--- config.mk ---
export PLATFORM = sky130hd
export DESIGN_NAME = debounce_2input
export DESIGN_NICKNAME = d
export VERILOG_FILES = /design/src/rtl/debounce_2input.sv
export SDC_FILE = /design/constraint.sdc
export NUM_CORES = 1
export LEC_CHECK = 0
export CORE_ASPECT_RATIO = 1.2
export CORE_MARGIN = 2
export CORE_UTILIZATION = 53
export DETAILED_ROUTE_END_ITERATION = 10
export GPL_TIMING_DRIVEN = 0
export PLACE_DENSITY = 0.74
export SLEW_MARGIN = 20
export SYNTH_ARGS = -nofsm -noshare
export SYNTH_HDL_FRONTEND = slang
export SYNTH_SLANG_ARGS = --single-unit
export TNS_END_PERCENT = 1
--- constraint.sdc ---
create_clock -name clk -period 1.7 [get_ports clk]
set_input_delay 0.34 -clock clk [delete_from_list [all_inputs] [get_ports clk]]
set_output_delay 0.34 -clock clk [all_outputs]
set_load 0.05 [all_outputs]
--- src/rtl/debounce_2input.sv ---
// Two-channel switch/button conditioner: each raw input is brought into the
// clk domain through a two-flop synchronizer, then qualified by a counter FSM
// that only accepts a level after it has held for CNT_MAX consecutive cycles.
// Debounced levels output1/output2 feed orgate_2input input1/input2 directly;
// rise/fall strobes are single-cycle and registered alongside the level.

// One debounced channel: synchronizer, stability FSM and edge strobes.
module debounce_2input_chan #(
    parameter int CNT_MAX   = 1000000,
    parameter int CNT_WIDTH = 20
) (
    input  logic clk,
    input  logic rst,
    input  logic raw,
    output logic level,
    output logic rise,
    output logic fall
);

    // Terminal count: the cycle on which a waiting level is finally accepted.
    localparam logic [CNT_WIDTH-1:0] CNT_LAST = CNT_WIDTH'(CNT_MAX - 1);

    typedef enum logic [1:0] {
        ST_LOW       = 2'd0,
        ST_WAIT_HIGH = 2'd1,
        ST_HIGH      = 2'd2,
        ST_WAIT_LOW  = 2'd3
    } state_t;

    logic                 s1_p0;
    logic                 s2_p1;

    state_t               state_q;
    state_t               state_d;
    logic [CNT_WIDTH-1:0] cnt_q;
    logic [CNT_WIDTH-1:0] cnt_d;
    logic                 level_q;
    logic                 level_d;
    logic                 rise_q;
    logic                 rise_d;
    logic                 fall_q;
    logic                 fall_d;

    // Counter advance clamped at the terminal count so it can never wrap,
    // even if the FSM were to stay in a WAIT state past acceptance.
    function automatic logic [CNT_WIDTH-1:0] cnt_step(input logic [CNT_WIDTH-1:0] c);
        logic [CNT_WIDTH-1:0] r;
        if (c >= CNT_LAST) begin
            r = CNT_LAST;
        end else begin
            r = c + CNT_WIDTH'(1);
        end
        return r;
    endfunction

    // ---- stage p0/p1: two-flop synchronizer on the asynchronous raw input
    // Synchronizer chain raw -> s1 -> s2; cleared by reset so a held input
    // is re-qualified from scratch after reset release.
    always_ff @(posedge clk) begin
        if (rst) begin
            s1_p0 <= 1'b0;
            s2_p1 <= 1'b0;
        end else begin
            s1_p0 <= raw;
            s2_p1 <= s1_p0;
        end
    end

    // ---- stage p2: stability FSM, counter and registered outputs
    // State, counter, level and strobe registers; reset wins over everything.
    always_ff @(posedge clk) begin
        if (rst) begin
            state_q <= ST_LOW;
            cnt_q   <= '0;
            level_q <= 1'b0;
            rise_q  <= 1'b0;
            fall_q  <= 1'b0;
        end else begin
            state_q <= state_d;
            cnt_q   <= cnt_d;
            level_q <= level_d;
            rise_q  <= rise_d;
            fall_q  <= fall_d;
        end
    end

    // Next-state logic: the counter is zero outside WAIT states and restarts
    // from zero on every entry, so any bounce resets the qualification window.
    always_comb begin
        state_d = state_q;
        cnt_d   = '0;
        level_d = level_q;
        rise_d  = 1'b0;
        fall_d  = 1'b0;

        unique case (state_q)
            ST_LOW: begin
                level_d = 1'b0;
                if (s2_p1) begin
                    state_d = ST_WAIT_HIGH;
                end
            end

            ST_WAIT_HIGH: begin
                level_d = 1'b0;
                if (!s2_p1) begin
                    state_d = ST_LOW;
                end else if (cnt_q == CNT_LAST) begin
                    state_d = ST_HIGH;
                    level_d = 1'b1;
                    rise_d  = 1'b1;
                end else begin
                    cnt_d = cnt_step(cnt_q);
                end
            end

            ST_HIGH: begin
                level_d = 1'b1;
                if (!s2_p1) begin
                    state_d = ST_WAIT_LOW;
                end
            end

            ST_WAIT_LOW: begin
                level_d = 1'b1;
                if (s2_p1) begin
                    state_d = ST_HIGH;
                end else if (cnt_q == CNT_LAST) begin
                    state_d = ST_LOW;
                    level_d = 1'b0;
                    fall_d  = 1'b1;
                end else begin
                    cnt_d = cnt_step(cnt_q);
                end
            end

            default: begin
                state_d = ST_LOW;
                level_d = 1'b0;
            end
        endcase
    end

    assign level = level_q;
    assign rise  = rise_q;
    assign fall  = fall_q;

endmodule

// Top level: two fully independent channels sharing only clock and reset.
module debounce_2input #(
    parameter int CNT_MAX   = 1000000,
    parameter int CNT_WIDTH = 20
) (
    input  logic clk,
    input  logic rst,
    input  logic input1,
    input  logic input2,
    output logic output1,
    output logic output2,
    output logic rise1,
    output logic rise2,
    output logic fall1,
    output logic fall2
);

    debounce_2input_chan #(
        .CNT_MAX   (CNT_MAX),
        .CNT_WIDTH (CNT_WIDTH)
    ) u_ch1 (
        .clk   (clk),
        .rst   (rst),
        .raw   (input1),
        .level (output1),
        .rise  (rise1),
        .fall  (fall1)
    );

    debounce_2input_chan #(
        .CNT_MAX   (CNT_MAX),
        .CNT_WIDTH (CNT_WIDTH)
    ) u_ch2 (
        .clk   (clk),
        .rst   (rst),
        .raw   (input2),
        .level (output2),
        .rise  (rise2),
        .fall  (fall2)
    );

endmodule

==> reports/summary.txt <==
Die ar.: 4990 um2
Hold Fails Final Rpt: 0
Top-count cell post-synth: dfxtp_1
Vias in the first global route: 1727
H-tree levels: 2
Routed Antenna Nets: 0
Reg-to-reg endpoint: u_ch1.cnt_q[16]$_SDFF_PP0_
DP Area: 2510 um2
CP startpoint kind: flip-flop
Worst setup margin: -108 ps
Post-Place Cells: 315
RSZ-0062 raised after global routing: yes
Clock-pin slew on the worst setup and hold paths: 100 ps
TritonCTS clock tree: done
Clock network fraction of design power: 37.8%
Hpwl dp: 3000 um
Average wire per standard cell: 12.8 um
Synth Instances: 250
Max Transition Viols Final: 0
CP max stage cell: or4_4
M3 GR Usage: 4.40%
Status: complete, but fails checks
ANT cells: 0
Drt pass-1 iters: 4
Final setup fails: 29
Clock Tree Buf Depth: 2
Global-route wire length before repair: 7270 um
Internal: 1.65 mW
Nets: 276
Worst-margin pin slew: 495 ps
DIE HEIGHT: 77.0 um
Sequential Power Share: 61.2%
Final Cycle Share: 106%
Hold WS: 452 ps
CP Cell Sequence: or4_4, nor2_4, mux2i_2, a21o_1, buf_6, a21oi_2
Worst VDD drop: 0.000621 V
Initial antenna violation count: 0
Synth top area share: 46.0%
Syn avg cell area: 9.40 um2
GRT met2 Usage: 33.4%
Largest net degree at the start of global routing: 17
Comb pwr share: 1.0%
Initial Util: 55.2%
RePlAce Congestion: 0.755
Failing checks: setup timing
Critical path origin: u_ch1.cnt_q[6]$_SDFF_PP0_
Critical Path RT: 1890 ps
DRT iter0 DRCs: 83
CP max FO: 5
Post-layout min period: 1810 ps
Hold Crit Class: flip-flop to flip-flop
Leakage dissipation: 0.907 nW
Hold-fix buffers, CTS: 0
GRT busiest layer: met2
Total grt overflow: 0
Io pins: 10
Asr flop ratio synth: 0%
Final Util: 63.5%
Reg-to-Reg Start: u_ch1.cnt_q[6]$_SDFF_PP0_
Die Span X: 64.8 um
Worst R2R Path Depth: 6
Final WL: 4200 um
Rel. slew slack: 67.2%
Max Clk Rate: 553 MHz
Area delta synth->final: 15.1%
Register area share after synthesis: 46.0%
Ys flop type: dfxtp_1
DRC viols: 0
Post-synth top area cell: dfxtp_1
Num CTS Buffers: 5
Switch share: 20.3%
Distinct cells, synth: 42
EDFF count, synth: 0
Standard-cell rows: 26
Vias: 1762
Via-to-Cell Ratio: 5.39
Flops & latches, synth: 54
P_sw: 422 uW
Slowest stage delay, CP: 540 ps
Post-Syn Area: 2350 um2
GR Util met1: 20.1%
Clk_skew: 10.0 ps
WP data arrival: 2000 ps
Worst setup endpoint: u_ch1.cnt_q[16]$_SDFF_PP0_
Post-Syn Nets: 256
CTS sink cnt: 54
Global Route Usage Sum: 18.6%
Core area: 4260 um2
Max-Cap Viols: 0
Synth Warn #: 0
Share of layout cells above drive strength 1: 20.3%
Crit. End Element: flip-flop
Final std cells w/o fill: 327
R2R Setup Slk: -110 ps
Post-route cell area: 2710 um2
Synth cell count leaders: dfxtp_1, nor2_1, xor2_1, nor3_1, nand3_1
Clock Root Buffer: clkbuf_8
PwrDens: 767 nW/um2
Worst skew pair latency: 310 ps
Top post-synthesis cells by area: dfxtp_1, xor2_1, xnor2_1, a21oi_2, nor3_1
Dpl ws: -231 ps
Critical path type: flip-flop to flip-flop
Port bufs: 9
==> registers in the layout, summed over array words and instances, names as in the netlist, named ones only <==
name / cells
u_ch2.s2_p1: 1
u_ch1.rise: 1
u_ch2.s1_p0: 1
u_ch2.cnt_q: 20
u_ch2.fall: 1
u_ch1.level: 1
u_ch1.s1_p0: 1
u_ch1.fall: 1
u_ch1.cnt_q: 20
u_ch1.state_q: 1
u_ch2.level: 1
u_ch2.state_q: 1
u_ch2.rise: 1
u_ch1.s2_p1: 1
==> cell families after synthesis <==
family / synth area share (%)
xor gates and xnor gates: 12.7
muxes: 1.28
adders and majority gates: 1.06
buffers and inverters: 2.29
DFF: 46.0
AOI/OAI and AO/OA: 9.53
and+or+nand+nor: 27.2
==> routing by layer <==
metal | share of wire [%] | vias to the layer above
li1 | - | 916
met1 | 45 | 826
met2 | 51 | 15
met3 | 1.9 | 5
met4 | 1.7 | 0
met5 | 0 | -
==> stage by stage <==
step                      TNS (ps)  power, mW
final                        -1380       2.08
after detailed placement     -4770       1.32
after CTS                    -1590       2.10
after floorplan               -183       1.31
after global placement       -3970       1.32
after global routing         -4120       2.16
==> power by group through the flow <==
| stage | sequential [mW] | clock (mW) | combinational [mW] |
|---|---|---|---|
| after global routing | 1.27 | 0.861 | 0.0233 |
| after floorplan | 1.30 | 0 | 0.0106 |
| after global placement | 1.30 | 0 | 0.0201 |
| after CTS | 1.27 | 0.811 | 0.0207 |
| final | 1.27 | 0.784 | 0.0205 |
| after detailed placement | 1.30 | 0 | 0.0207 |
==> repair_timing <==
action                                  CTS  global route
cloned                                    0             1
buffers inserted                          0             3
endpoints found under the setup margin   46            40
pin swaps                                 2             7
resized for setup                        14            15
==> how the worst min path moves through the flow <==
stage	startpoint	end	slack (ps)	depth (start not counted)
2_1_floorplan	u_ch1.s1_p0$_SDFF_PP0_	u_ch1.s2_p1$_SDFF_PP0_	410	1
3_3_place_gp	u_ch1.s1_p0$_SDFF_PP0_	u_ch1.s2_p1$_SDFF_PP0_	430	1
3_5_place_dp	u_ch2.s1_p0$_SDFF_PP0_	u_ch2.s2_p1$_SDFF_PP0_	430	1
4_1_cts	u_ch2.s1_p0$_SDFF_PP0_	u_ch2.s2_p1$_SDFF_PP0_	450	1
5_1_grt	u_ch1.s1_p0$_SDFF_PP0_	u_ch1.s2_p1$_SDFF_PP0_	480	1
6_report	u_ch1.s1_p0$_SDFF_PP0_	u_ch1.s2_p1$_SDFF_PP0_	450	1
==> cell usage in the layout (no fill, tap or decap), types with 7 or more instances in the layout <==
cell / count
nor3_1: 16
clkbuf_8: 7
nand3_1: 16
xor2_1: 21
nor2_1: 20
dfxtp_1: 47
xnor2_1: 13
a21oi_1: 13
nand2_1: 14
a21oi_2: 11
nand4_1: 8
==> layout make-up <==
class / instances / area [um2]
Buffer: 5 / 45.0
Clock buffer: 7 / 96.3
Clock inverter: 1 / 8.76
Fill cell: 361 / 1560
Inverter: 4 / 15.0
Multi-Input combinational cell: 187 / 1260
Sequential cell: 54 / 1090
Tap cell: 56 / 70.1
Timing Repair Buffer: 13 / 116
==> critical path, delay by kind of cell, from the launching register on <==
| family | cells | cell delay [ps] |
|---|---|---|
| compound gates | 2 | 270 |
| buf+inv | 1 | 150 |
| flops | 1 | 340 |
| mux | 1 | 250 |
| simple gates | 2 | 680 |
Power figures use the tool's default switching activity.
